File: src/rtl/fbosc_pkg.sv
// fbosc_pkg: shared FSM state encoding and token reset value for the round-robin scheduler
package fbosc_pkg;
  typedef enum logic [1:0] {
    ST_IDLE = 2'd0,
    ST_BUSY = 2'd1,
    ST_GAP  = 2'd2
  } state_t;
  // Ring preset: only bit 0 of the token comes out of reset set.
  localparam logic [31:0] TOKEN_RST = 32'd1;
endpackage

File: src/rtl/rr_pick.sv
// rr_pick: combinational rotate-priority pick of the first request at or above the token, wrapping
//   req       : request vector
//   token     : one-hot priority start position
//   winner    : one-hot winner (zero when req is zero)
//   winner_id : binary index of winner
module rr_pick #(
  parameter int N   = 4,
  parameter int IDW = 2
) (
  input  logic [N-1:0]   req,
  input  logic [N-1:0]   token,
  output logic [N-1:0]   winner,
  output logic [IDW-1:0] winner_id
);
  logic armed;
  logic found;
  // Walk the ring twice: arm at the token bit, then take the first request seen.
  always_comb begin
    winner    = '0;
    winner_id = '0;
    armed     = 1'b0;
    found     = 1'b0;
    for (int k = 0; k < 2 * N; k++) begin
      armed = armed | token[k % N];
      if (armed && !found && req[k % N]) begin
        found          = 1'b1;
        winner[k % N]  = 1'b1;
        winner_id      = IDW'(k % N);
      end
    end
  end
endmodule

File: src/rtl/fbosc_rr_sched.sv
// fbosc_rr_sched: round-robin scheduler granting one shared datapath to one of N requesters
//   clk      : rising-edge clock
//   rst      : asynchronous active-low reset
//   req      : level request per requester
//   done     : completion pulse from the granted requester
//   grant    : registered one-hot grant
//   grant_id : registered index of current/last grantee
//   busy     : high while a grant is held
//   timeout  : one-cycle pulse after a forced release
module fbosc_rr_sched
  import fbosc_pkg::*;
#(
  parameter int N        = 4,
  parameter int MAX_HOLD = 8,
  parameter int IDW      = 2
) (
  input  logic           clk,
  input  logic           rst,
  input  logic [N-1:0]   req,
  input  logic [N-1:0]   done,
  output logic [N-1:0]   grant,
  output logic [IDW-1:0] grant_id,
  output logic           busy,
  output logic           timeout
);
  localparam int HW = $clog2(MAX_HOLD + 1);
  state_t         state_q;
  logic [N-1:0]   token_q;
  logic [N-1:0]   grant_q;
  logic [IDW-1:0] grant_id_q;
  logic [HW-1:0]  hold_q;
  logic           busy_q;
  logic           timeout_q;
  logic [N-1:0]   winner;
  logic [IDW-1:0] winner_id;
  logic           rel_done;
  logic           rel_req;
  logic           rel_max;
  logic [N-1:0]   token_d;
  logic [HW-1:0]  hold_d;
  rr_pick #(.N(N), .IDW(IDW)) u_pick (
    .req      (req),
    .token    (token_q),
    .winner   (winner),
    .winner_id(winner_id)
  );
  assign rel_done = done[grant_id_q];
  assign rel_req  = !req[grant_id_q];
  assign rel_max  = hold_q == HW'(MAX_HOLD);
  // grant_q is one-hot of grant_id, so rotating it left gives one-hot(grant_id+1 mod N).
  assign token_d  = {grant_q[N-2:0], grant_q[N-1]};
  assign hold_d   = rel_max ? hold_q : hold_q + 1'b1;
  always_ff @(posedge clk or negedge rst) begin
    if (!rst) begin
      state_q    <= ST_IDLE;
      token_q    <= N'(TOKEN_RST);
      grant_q    <= '0;
      grant_id_q <= '0;
      hold_q     <= '0;
      busy_q     <= 1'b0;
      timeout_q  <= 1'b0;
    end else begin
      case (state_q)
        ST_IDLE: if (|req) begin
          grant_q    <= winner;
          grant_id_q <= winner_id;
          hold_q     <= HW'(1);
          busy_q     <= 1'b1;
          state_q    <= ST_BUSY;
        end
        ST_BUSY: begin
          hold_q <= hold_d;
          if (rel_done || rel_req || rel_max) begin
            grant_q   <= '0;
            busy_q    <= 1'b0;
            token_q   <= token_d;
            // A normal release wins over a coincident hold limit.
            timeout_q <= !rel_done && !rel_req;
            state_q   <= ST_GAP;
          end
        end
        ST_GAP: begin
          timeout_q <= 1'b0;
          state_q   <= ST_IDLE;
        end
        default: state_q <= ST_IDLE;
      endcase
    end
  end
  assign grant    = grant_q;
  assign grant_id = grant_id_q;
  assign busy     = busy_q;
  assign timeout  = timeout_q;
endmodule
File: config.mk
export PLATFORM = sky130hd
export DESIGN_NAME = fbosc_rr_sched
export DESIGN_NICKNAME = d
export VERILOG_FILES = /design/src/rtl/fbosc_pkg.sv /design/src/rtl/rr_pick.sv /design/src/rtl/fbosc_rr_sched.sv
export SDC_FILE = /design/constraint.sdc
export NUM_CORES = 1
export LEC_CHECK = 0
export ABC_AREA = 1
export CAP_MARGIN = 40
export CORE_MARGIN = 2
export CORE_UTILIZATION = 54
export DETAILED_ROUTE_END_ITERATION = 7
export GPL_ROUTABILITY_DRIVEN = 1
export PLACE_DENSITY = 0.92
export SYNTH_ARGS = -nofsm -noshare
export SYNTH_HDL_FRONTEND = slang
export SYNTH_SLANG_ARGS = --single-unit
File: constraint.sdc
create_clock -name clk -period 2.2 [get_ports clk]
set_input_delay 0.44 -clock clk [delete_from_list [all_inputs] [get_ports clk]]
set_output_delay 0.44 -clock clk [all_outputs]
set_load 0.02 [all_outputs]
# --- Word level (Yosys, flattened, before mapping) ---
# Cells that the tools add are included.
totals:
  in_bits: 10
  ff_bits: 18
  output_inout_bits: 8
classes:
  addsub: 1
  bitwise: 7
  mux: 39
  order_cmp: 1
  eq_ne: 6
  n_reduce_logical: 37
ops:
  columns: ["operator", "n"]
  rows:
  - ["1-bit two-way mux", 20]
  - ["1-bit logical AND", 16]
  - ["2-bit two-way mux", 8]
  - ["4-bit two-way mux", 4]
  - ["4-bit case mux with 2 select lines", 2]
  - ["1-bit zero test", 9]
  - ["2-bit AND reduction", 4]
  - ["1-bit OR", 7]
  - ["2-bit != test (second input constant)", 3]
  - ["3-bit AND reduction", 2]
  - ["4-bit by 1-bit adder with 4-bit output (second input constant)", 1]
  - ["1-bit binary-select mux with 2-bit select", 2]
  - ["4-bit == test (second input constant)", 1]
  - ["1-bit case mux with 2 select lines", 2]
  - ["2-bit case mux with 2 select lines", 1]
  - ["2-bit nonzero test", 2]
  - ["4-bit OR reduction", 1]
  - ["2-bit by 3-bit less-than comparator with 1-bit output (second input constant)", 1]
  - ["2-bit by 1-bit == test with 1-bit output (second input constant)", 1]
  - ["2-bit == test (second input constant)", 1]
  - ["2-bit zero test", 1]
  - ["1-bit logical OR", 2]

# --- Depth between registers and ports, before layout ---
# Gate-level depths: netlist (run 1).
depth:
  ltp_word: 32
  depth_mapped: 10
  ltp_nobuf: 10

# --- Hierarchy ---
# From an unflattened synthesis (run 1), not the netlist that was laid out.
hier_totals:
  cells_unflattened: 127
  hier_area_um2: 1038.5
modules_own_cells:
  columns: ["mod", "area_each_um2", "seq_area_each_um2", "instances", "cells_per_inst"]
  rows:
  - ["fbosc_rr_sched", 879.6, 451.7, 1, 96]
  - ["rr_pick", 158.9, 0.0, 1, 31]

# --- Worst setup path after synthesis (run 1) ---
# No wires, ideal clock.
synth_path:
  path_type: "flip-flop to flip-flop"
  from: "register hold_q[0]"
  to: "register hold_q[3]"
  arrival_ns: 1.309
  path_slack_ns: 0.802
  required_ns: 2.111
  setup_ns: 0.089
  path_buffers: 0
  path_stages_with_launch: 9
  cell_sequence: "dfrtp_1 > inv_1 > ha_1 > nand2_1 > nor2_1 > nor2_2 > inv_1 > o21ai_0 > nor3b_1"
synth_via:
  elab_chain_cells: 3
synth_lines:
  columns: ["element", "line_no", "text"]
  rows:
  - ["from (decl)", "fbosc_rr_sched.sv:31", "logic [HW-1:0] hold_q;"]
  - ["from (signal assigned)", "fbosc_rr_sched.sv:72", "hold_q <= hold_d;"]
  - ["4-bit by 1-bit adder with 4-bit output or 4-bit == test (tied branches)", "fbosc_rr_sched.sv:52, fbosc_rr_sched.sv:49", null]
  - ["4-bit two-way mux or 2-bit != test (tied branches)", null, null]
  - ["4-bit case mux with 2 select lines or 3-bit AND reduction (tied branches)", null, null]
# Parallel ways exist; a longest one is shown, timed or not. The select of a mux whose other input is x is not followed.
# A chain may end at the register's enable or synchronous reset.

# --- Worst setup path after layout (run 1) ---
layout_path:
  from: "register grant_id_q[0], in the netlist grant_id[0]"
  to: "output grant_id[0]"
layout_lines:
  columns: ["element", "line_no", "text"]
  rows:
  - ["from (decl)", "fbosc_rr_sched.sv:30", "logic [IDW-1:0] grant_id_q;"]
  - ["from (signal assigned)", "fbosc_rr_sched.sv:66", "grant_id_q <= winner_id;"]
  - ["to (decl)", "fbosc_rr_sched.sv:22", "output logic [IDW-1:0] grant_id,"]
# No word-level cell between the ends.

==> impl_metrics.toml, run 1 <==
[synthesis]
avgSynthCellArea_um2 = 8.04
synth_seq_area_share_pct = 47.2
synth_top_area_share_pct = 44.4
synth-seq-cells = 18
synth_top_area_cell = "dfrtp_1"
yosys_warnings = 0
synth_area_um2 = 957
synth_area_leaders = "dfrtp_1 (44%), nand2_1 (15%), nand3_1 (6.8%)"
ys_types = 22
syn_nets = 131
synthCells = 119

[timing]
slew_headroom_pct = 74.3
drv_slew = 0
fmax_mhz = 559
finalCritPeriodShare_pct = 81.3
finalHoldViolCount = 0
worst_pin_slew_ns = 0.386
tns_ns = 0
fin_crit_ns = 1.79
setup_violations = 0
clock_skew_ns = 0.00705
rsz0062_at_grt = "no"

[global_routing]
antenna_found_initial = 0
grt_overflow_total = 0
grt_pass1_vias = 857
grt_max_degree = 19
grt_pass1_wl_um = 3390
grtUsageTotal_pct = 23.0

[setup_path]
arrival_ns = 1.35
r2r_start = "hold_q[0]"
worst-path-buf-inv = 1
end_kind = "output port"
required_ns = 1.76
crit_chain = "clkdlybuf4s50_1"
cp_top_family = "buffers and inverters"
cp_max_fo = 5
crit_slowest_cell = "clkdlybuf4s50_1"
crit_path_max_incr_delay_ns = 0.63
startpoint_type = "flop"
crit_start = "grant_id[0]"
critical_path_class = "flop to output port"

[placement]
place_congestion = 0.787
place_area_um2 = 1160
port_buffers = 17
dp_hpwl_um = 1610

[job]
cap_viol_max_count = 0

[floorplan]
core_um2 = 1690
dieHeight_um = 46.1
die_width_um = 46.1
die-area_um2 = 2130
io_pins = 18
start_util_pct = 56.7
num_rows = 15

[clocking]
cts_buffer_depth = 2
cts_tree = "built"
path_clk_slew_ns = 0.10
holdBufCountCts = 0
insertion_delay_ns = 0.30
root_buffer = "clkbuf_4"
ctsHtreeMaxLevel = 1
postCtsSetupBuffers = 0
ctsResizeCount = 0
numCtsBuffers = 3
clock_sinks = 18

[final_layout]
num_antenna_cells = 0
fin_nets = 154
final_cell_mix = "nand2_1 (39), dfrtp_1 (17), clkdlybuf4s50_1 (17)"
n_fill_cell = 138
finalInstanceArea_um2 = 1190
final_common_cell = "nand2_1"
drive_above_1_share_pct = 13.5
syn_to_final_growth_pct = 24.6

[power]
power.share.combinational_pct = 52.6
pwr-share-clk_pct = 13.2
p_seq_share_pct = 34.2
switchingPower_mw = 0.698
power.density_nw_per_um2 = 1310
p_leak_nw = 0.595
internal_power_mw = 0.861
power_mw = 1.56
peakVddDrop_uv = 758
switching_share_pct = 44.8

[routing]
routed-via-count = 871
drtPass1Iterations = 4
drt_wl_total_um = 2080
wire_per_inst_um = 13.2
antenna_left = 0
route.detailed.drc = 0
vias_per_cell = 5.51
first_iter_violations = 19

[outcome]
status = "completed"

[min_path]
hold_path_class = "primary input to async pin"
-- layer usage --
layer | vias to the layer above | global-route usage [%] | routed length (um)
met2 | 29 | 39.7 | 1060
met1 | 413 | 28.7 | 897
met5 | - | 0 | 0
met4 | 0 | 10.3 | 24
li1 | 426 | - | -
met3 | 3 | 2.35 | 93
-- final timing paths --
check                         endpoint  slack [ns]  cells past startpoint
min in group clk              grant[3]        0.51                      2
setup / recovery           grant_id[0]        0.41                      1
hold / removal               hold_q[3]        0.45                      2
hold reg to reg               grant[3]        0.51                      2
max in group asynchronous   token_q[0]        1.48                      2
setup reg to reg             hold_q[3]        0.57                      8
-- synth_stat cells (all sizes together) --
master and count:
nand2 42, dfrtp 17, inv 14, nand3 13, nor2 12, o21ai 7
nand3b 3, a21oi 2, ha 2, or2 2, a22oi 1, a31oi 1
dfstp 1, nor3 1, nor3b 1
-- through the flow --
step | util (%) | setup WS [ns] | hold WS, ns | instances
detailed placement | 68.4 | 0.257 | 0.479 | 154
global route | 70.6 | 0.368 | 0.481 | 158
finish | 70.6 | 0.412 | 0.453 | 158
global placement | 68.4 | 0.322 | 0.469 | 154
floorplan | - | 0.802 | 0.144 | 119
CTS | 70.6 | 0.411 | 0.469 | 158
-- power by group through the flow --
stage               registers (mW)  clock network [mW]  logic, mW
finish                       0.533               0.205      0.821
detailed placement           0.537                   0      0.815
global placement             0.535                   0      0.788
CTS                          0.531               0.204      0.826
global route                 0.546               0.215      0.924
floorplan                    0.572                   0      0.538
-- flip-flops by register name, indices dropped and copies added (netlist names) --
signal and cells:
grant 4, hold_q 4, token_q 4, grant_id 2
state_q 2, busy 1, timeout 1
-- cells by family (layout without fill, tap and decap cells) --
group / count (synthesis) / in the layout / share of synthesized area [%]
AND/OR/NAND/NOR: 74 / 74 / 36.3
flip-flops: 18 / 18 / 47.2
buffers and inverters: 14 / 36 / 5.75
AO/OA/AOI/OAI: 11 / 11 / 8.10
adder cells (fa/ha/maj): 2 / 2 / 2.61
-- layout make-up --
type                       count  area (um2)  area share [%]
sequential                    18         452            37.9
multi-input combinational     87         450            37.8
timing repair buffer          18         178            14.9
inverter                      14        55.1            4.62
clock buffer                   4        36.3            3.04
tap                           17        21.3            1.78
Note: power is estimated with default switching activity, not from simulation.
==> run 2, diff against run 1 <==
--- a/config.mk
+++ b/config.mk
@@ -8,10 +8,10 @@
 export ABC_AREA = 1
 export CAP_MARGIN = 40
 export CORE_MARGIN = 2
-export CORE_UTILIZATION = 54
+export CORE_UTILIZATION = 45
 export DETAILED_ROUTE_END_ITERATION = 7
 export GPL_ROUTABILITY_DRIVEN = 1
-export PLACE_DENSITY = 0.92
+export PLACE_DENSITY = 0.83
 export SYNTH_ARGS = -nofsm -noshare
 export SYNTH_HDL_FRONTEND = slang
 export SYNTH_SLANG_ARGS = --single-unit
==> constraint.sdc (replaced) <==
create_clock -name clk -period 1.6 [get_ports clk]
set_input_delay 0.32 -clock clk [delete_from_list [all_inputs] [get_ports clk]]
set_output_delay 0.32 -clock clk [all_outputs]
set_load 0.02 [all_outputs]
==> run 2 against run 1 <==
Net effect: sequential cell count unchanged; combinational power up 38%; die area up 18%; first-iteration DRC count down 16%; global-route usage down 4.2 points; count of clock-buffer cells in the layout unchanged; critical path type is now flop to flop; largest cell class is now multi-input combinational cells; largest power group unchanged.
==> impl_metrics.toml, run 2 (synthesized netlist as in run 1, its figures left out) <==
[clocking]
cts_tree = "built"
root_buffer = "clkbuf_4"
path_clk_slew_ns = 0.10
cts_buffer_depth = 2
numCtsBuffers = 3
clock_sinks = 18
holdBufCountCts = 0
postCtsSetupBuffers = 0
ctsHtreeMaxLevel = 1
insertion_delay_ns = 0.29

[floorplan]
core_um2 = 1980
die-area_um2 = 2510
die_width_um = 50.1
io_pins = 18
start_util_pct = 48.3
num_rows = 16
dieHeight_um = 50.1

[global_routing]
grt_pass1_vias = 836
grt_max_degree = 19
antenna_found_initial = 0
grtUsageTotal_pct = 18.7
grt_pass1_wl_um = 3530
grt_overflow_total = 0

[setup_path]
cp_top_family = "simple AND/OR/NAND/NOR gates"
rrSetupSlack_ns = 0.10
r2r_cells = 8
r2r-end = "hold_q[3]"
r2r_start = "hold_q[0]"
crit_slowest_cell = "dfrtp_2"
end_kind = "flop"
cp_max_fo = 5
cpMostUsedCell = "inv_1"
startpoint_type = "flop"
crit_start = "hold_q[0]"
worst-path-buf-inv = 2
arrival_ns = 1.67
critical_path_class = "flop to flop"
crit_path_max_incr_delay_ns = 0.46
required_ns = 1.78
crit_chain = "inv_1, ha_1, nand2_1, nor2_1, nor2_2, inv_1, o21ai_0, nor3b_2"

[final_layout]
finalInstanceArea_um2 = 1270
drive_above_1_share_pct = 19.5
final_common_cell = "nand2_1"
fin_cells = 176
num_antenna_cells = 0
syn_to_final_growth_pct = 32.3
fin_nets = 162
final_cell_mix = "nand2_1 (38), dfrtp_1 (16), inv_1 (13), nand3_1 (13)"

[power]
power.density_nw_per_um2 = 1660
p_leak_nw = 0.693
peakVddDrop_uv = 1010

[timing]
fmax_mhz = 669
worst_pin_slew_ns = 0.345
fin_crit_ns = 1.50
fin_hold_ws_ns = 0.341
setup_violations = 0
drv_slew = 0
finalHoldViolCount = 0
finalCritPeriodShare_pct = 93.5
slew_headroom_pct = 77.0
clock_skew_ns = 0.00408

[routing]
drt_wl_total_um = 2070
wire_per_inst_um = 11.8
route.detailed.drc = 0
drtPass1Iterations = 4
first_iter_violations = 16
vias_per_cell = 4.90
routed-via-count = 863
antenna_left = 0

[placement]
dp_hpwl_um = 1600
placedCellCount = 172
place_congestion = 0.879
place_area_um2 = 1230
port_buffers = 17

[min_path]
hold_path_class = "primary input to async pin"

[outcome]
status = "completed"

[job]
cap_viol_max_count = 0
run 2: where the power goes:
| group | internal, mW | switching [mW] |
|---|---|---|
| clock network | 0.0971 | 0.139 |
| logic | 0.433 | 0.697 |
| registers | 0.620 | 0.120 |
run 2: worst max path at each step:
stage / endpoint / slack [ns] / cells after the start
2_1_floorplan: hold_q[3] / 0.20 / 8
3_3_place_gp: busy / -0.16 / 11
3_5_place_dp: grant[2] / -0.16 / 10
4_1_cts: grant[0] / 0.0008 / 1
5_1_grt: hold_q[3] / -0.004 / 8
6_report: hold_q[3] / 0.10 / 8
run 2: through the flow:
stage	setup slack (ns)	TNS, ns	power (mW)	utilization, %
floorplan	0.202	0	1.53	-
global placement	-0.164	-1.26	1.86	62.0
detailed placement	-0.157	-1.48	1.90	62.0
CTS	0.000847	0	2.11	62.9
global route	-0.00443	-0.00443	2.29	63.9
finish	0.105	0	2.11	63.9
run 2: metal layers:
layer / vias up / routed length, um / global-route usage (%) / share of wire (%)
met5: - / 0 / 0 / 0
met4: 0 / 25 / 4.17 / 1.2
met3: 5 / 91 / 6.67 / 4.4
met2: 18 / 1010 / 30.5 / 49
met1: 400 / 950 / 23.7 / 46
li1: 440 / - / - / -
run 2: timing repair:
action | 4_1_cts | 5_1_grt
setup endpoints to repair | 6 | 8
pin swaps | 0 | 0
gates resized for setup | 6 | 6
run 2: area by class of cell:
cell class,instances,area (um2)
inverter,14,55.1
multi-input combinational,87,463
fill,176,716
clock buffer,4,26.3
sequential,18,453
timing repair buffer,26,235
tap,27,33.8
==> run 3, diff against run 2 <==
--- a/config.mk
+++ b/config.mk
@@ -11,7 +11,8 @@
 export CORE_UTILIZATION = 45
 export DETAILED_ROUTE_END_ITERATION = 7
 export GPL_ROUTABILITY_DRIVEN = 1
-export PLACE_DENSITY = 0.83
+export PLACE_DENSITY = 0.77
+export RECOVER_POWER = 25
 export SYNTH_ARGS = -nofsm -noshare
 export SYNTH_HDL_FRONTEND = slang
 export SYNTH_SLANG_ARGS = --single-unit
==> constraint.sdc (replaced) <==
create_clock -name clk -period 1.6 [get_ports clk]
set_input_delay 0.32 -clock clk [delete_from_list [all_inputs] [get_ports clk]]
set_output_delay 0.32 -clock clk [all_outputs]
set_load 0.01 [all_outputs]
==> run 3 against run 2 <==
Net effect: worst hold slack improved by 0.16 ns; non-clock buffer count is 8 higher; critical path depth decreased by 7; clock power rose by 19%; largest cell class is now registers; largest power group unchanged.
==> impl_metrics.toml, run 3 (synthesized netlist as in run 1, its figures left out) <==
[global_routing]
grt_max_degree = 19
grtUsageTotal_pct = 19.9
grt_overflow_total = 0
grt_pass1_wl_um = 3690
grt_pass1_vias = 867
antenna_found_initial = 0

[floorplan]
die_width_um = 50.1
num_rows = 16
core_um2 = 1980
die-area_um2 = 2510
start_util_pct = 48.3
dieHeight_um = 50.1
io_pins = 18

[setup_path]
critical_path_class = "flop to output port"
end_kind = "output port"
arrival_ns = 1.23
rrSetupSlack_ns = 0.10
crit_end = "grant_id[0]"
r2r-end = "grant[3]"
r2r_cells = 10
startpoint_type = "flop"
crit_slowest_cell = "clkdlybuf4s50_1"
worst-path-buf-inv = 1
crit_path_max_incr_delay_ns = 0.56
cp_top_family = "buffers and inverters"
cp_max_fo = 2
crit_chain = "clkdlybuf4s50_1"
r2r_start = "grant_id[0]"
required_ns = 1.28
path_depth = 1
crit_start = "grant_id[0]"

[timing]
finalCritPeriodShare_pct = 97.1
tns_ns = 0
fmax_mhz = 644
drv_slew = 0
worst_pin_slew_ns = 0.948
setup_violations = 0
slew_headroom_pct = 36.8
finalHoldViolCount = 0
fin_crit_ns = 1.55
rsz0062_at_grt = "no"
clock_skew_ns = 0.000830

[final_layout]
fin_nets = 170
utilization_pct = 67.2
syn_to_final_growth_pct = 39.2
drive_above_1_share_pct = 21.7
final_cell_mix = "nand2_1 (39), dfrtp_1 (17), clkdlybuf4s50_1 (15), buf_4 (15)"
fin_cells = 184
finalInstanceArea_um2 = 1330
num_antenna_cells = 0
final_common_cell = "nand2_1"

[power]
peakVddDrop_uv = 1270
power_mw = 2.32
p_leak_nw = 0.678
power.density_nw_per_um2 = 1740

[routing]
routed-via-count = 904
met3_length_um = 94
vias_per_cell = 4.91
first_iter_violations = 15
route.detailed.drc = 0
drt-met1-wl_um = 907
drt_wl_total_um = 2280
wire_per_inst_um = 12.4
dr_wl_met2_um = 1180
antenna_left = 0
routed.top_layer = "met4"
drtPass1Iterations = 5

[clocking]
insertion_delay_ns = 0.29
cts_tree = "built"
clock_sinks = 18
numCtsBuffers = 3
cts_buffer_depth = 2
root_buffer = "clkbuf_4"
path_clk_slew_ns = 0.10
ctsHtreeMaxLevel = 1
holdBufCountCts = 0

[placement]
port_buffers = 17
dp_hpwl_um = 1780
placedCellCount = 178
place_area_um2 = 1290
place_congestion = 0.925

[outcome]
status = "completed"

[min_path]
hold_path_class = "flop to flop"

[job]
cap_viol_max_count = 0
==> run 3: power by group <==
group | internal, mW | switching (mW)
logic | 0.605 | 0.719
clock network | 0.139 | 0.143
registers | 0.617 | 0.0991
total | 1.36 | 0.961
==> run 3: repair_timing <==
item / in CTS / in global routing
gates resized for setup: 1 / 0
pin swaps: 0 / 0
buffers inserted: 1 / 1
endpoints found under the setup margin: 2 / 1
==> run 3: layer usage <==
metal,vias to the layer above,GRT usage [%]
met2,21,36.4
met4,0,10.6
met1,417,20.9
li1,456,-
met3,10,4.24
met5,-,0
==> run 3: how the worst min path moves through the flow <==
stage               from    to  slack [ns]  cells past startpoint
finish              busy  busy        0.50                      2
global route        busy  busy        0.53                      2
CTS                  rst  busy        0.35                      2
detailed placement  busy  busy        0.48                      2
global placement    busy  busy        0.47                      2
floorplan            rst  busy        0.02                      0
==> run 3: cell type report <==
class                   instances  area, um2
inverters                      14       55.1
flip-flops and latches         18        452
clock buffers                   4       36.3
multi-input cells              87        450
well taps                      27       33.8
repair buffers                 34        305
fillers                       160        649
==> run 3: metrics by stage <==
step / hold slack [ns] / setup WS (ns)
floorplan: 0.0244 / 0.202
global placement: 0.466 / -0.158
detailed placement: 0.480 / -0.177
CTS: 0.351 / 0.0184
global route: 0.535 / 0.000333
finish: 0.498 / 0.0468
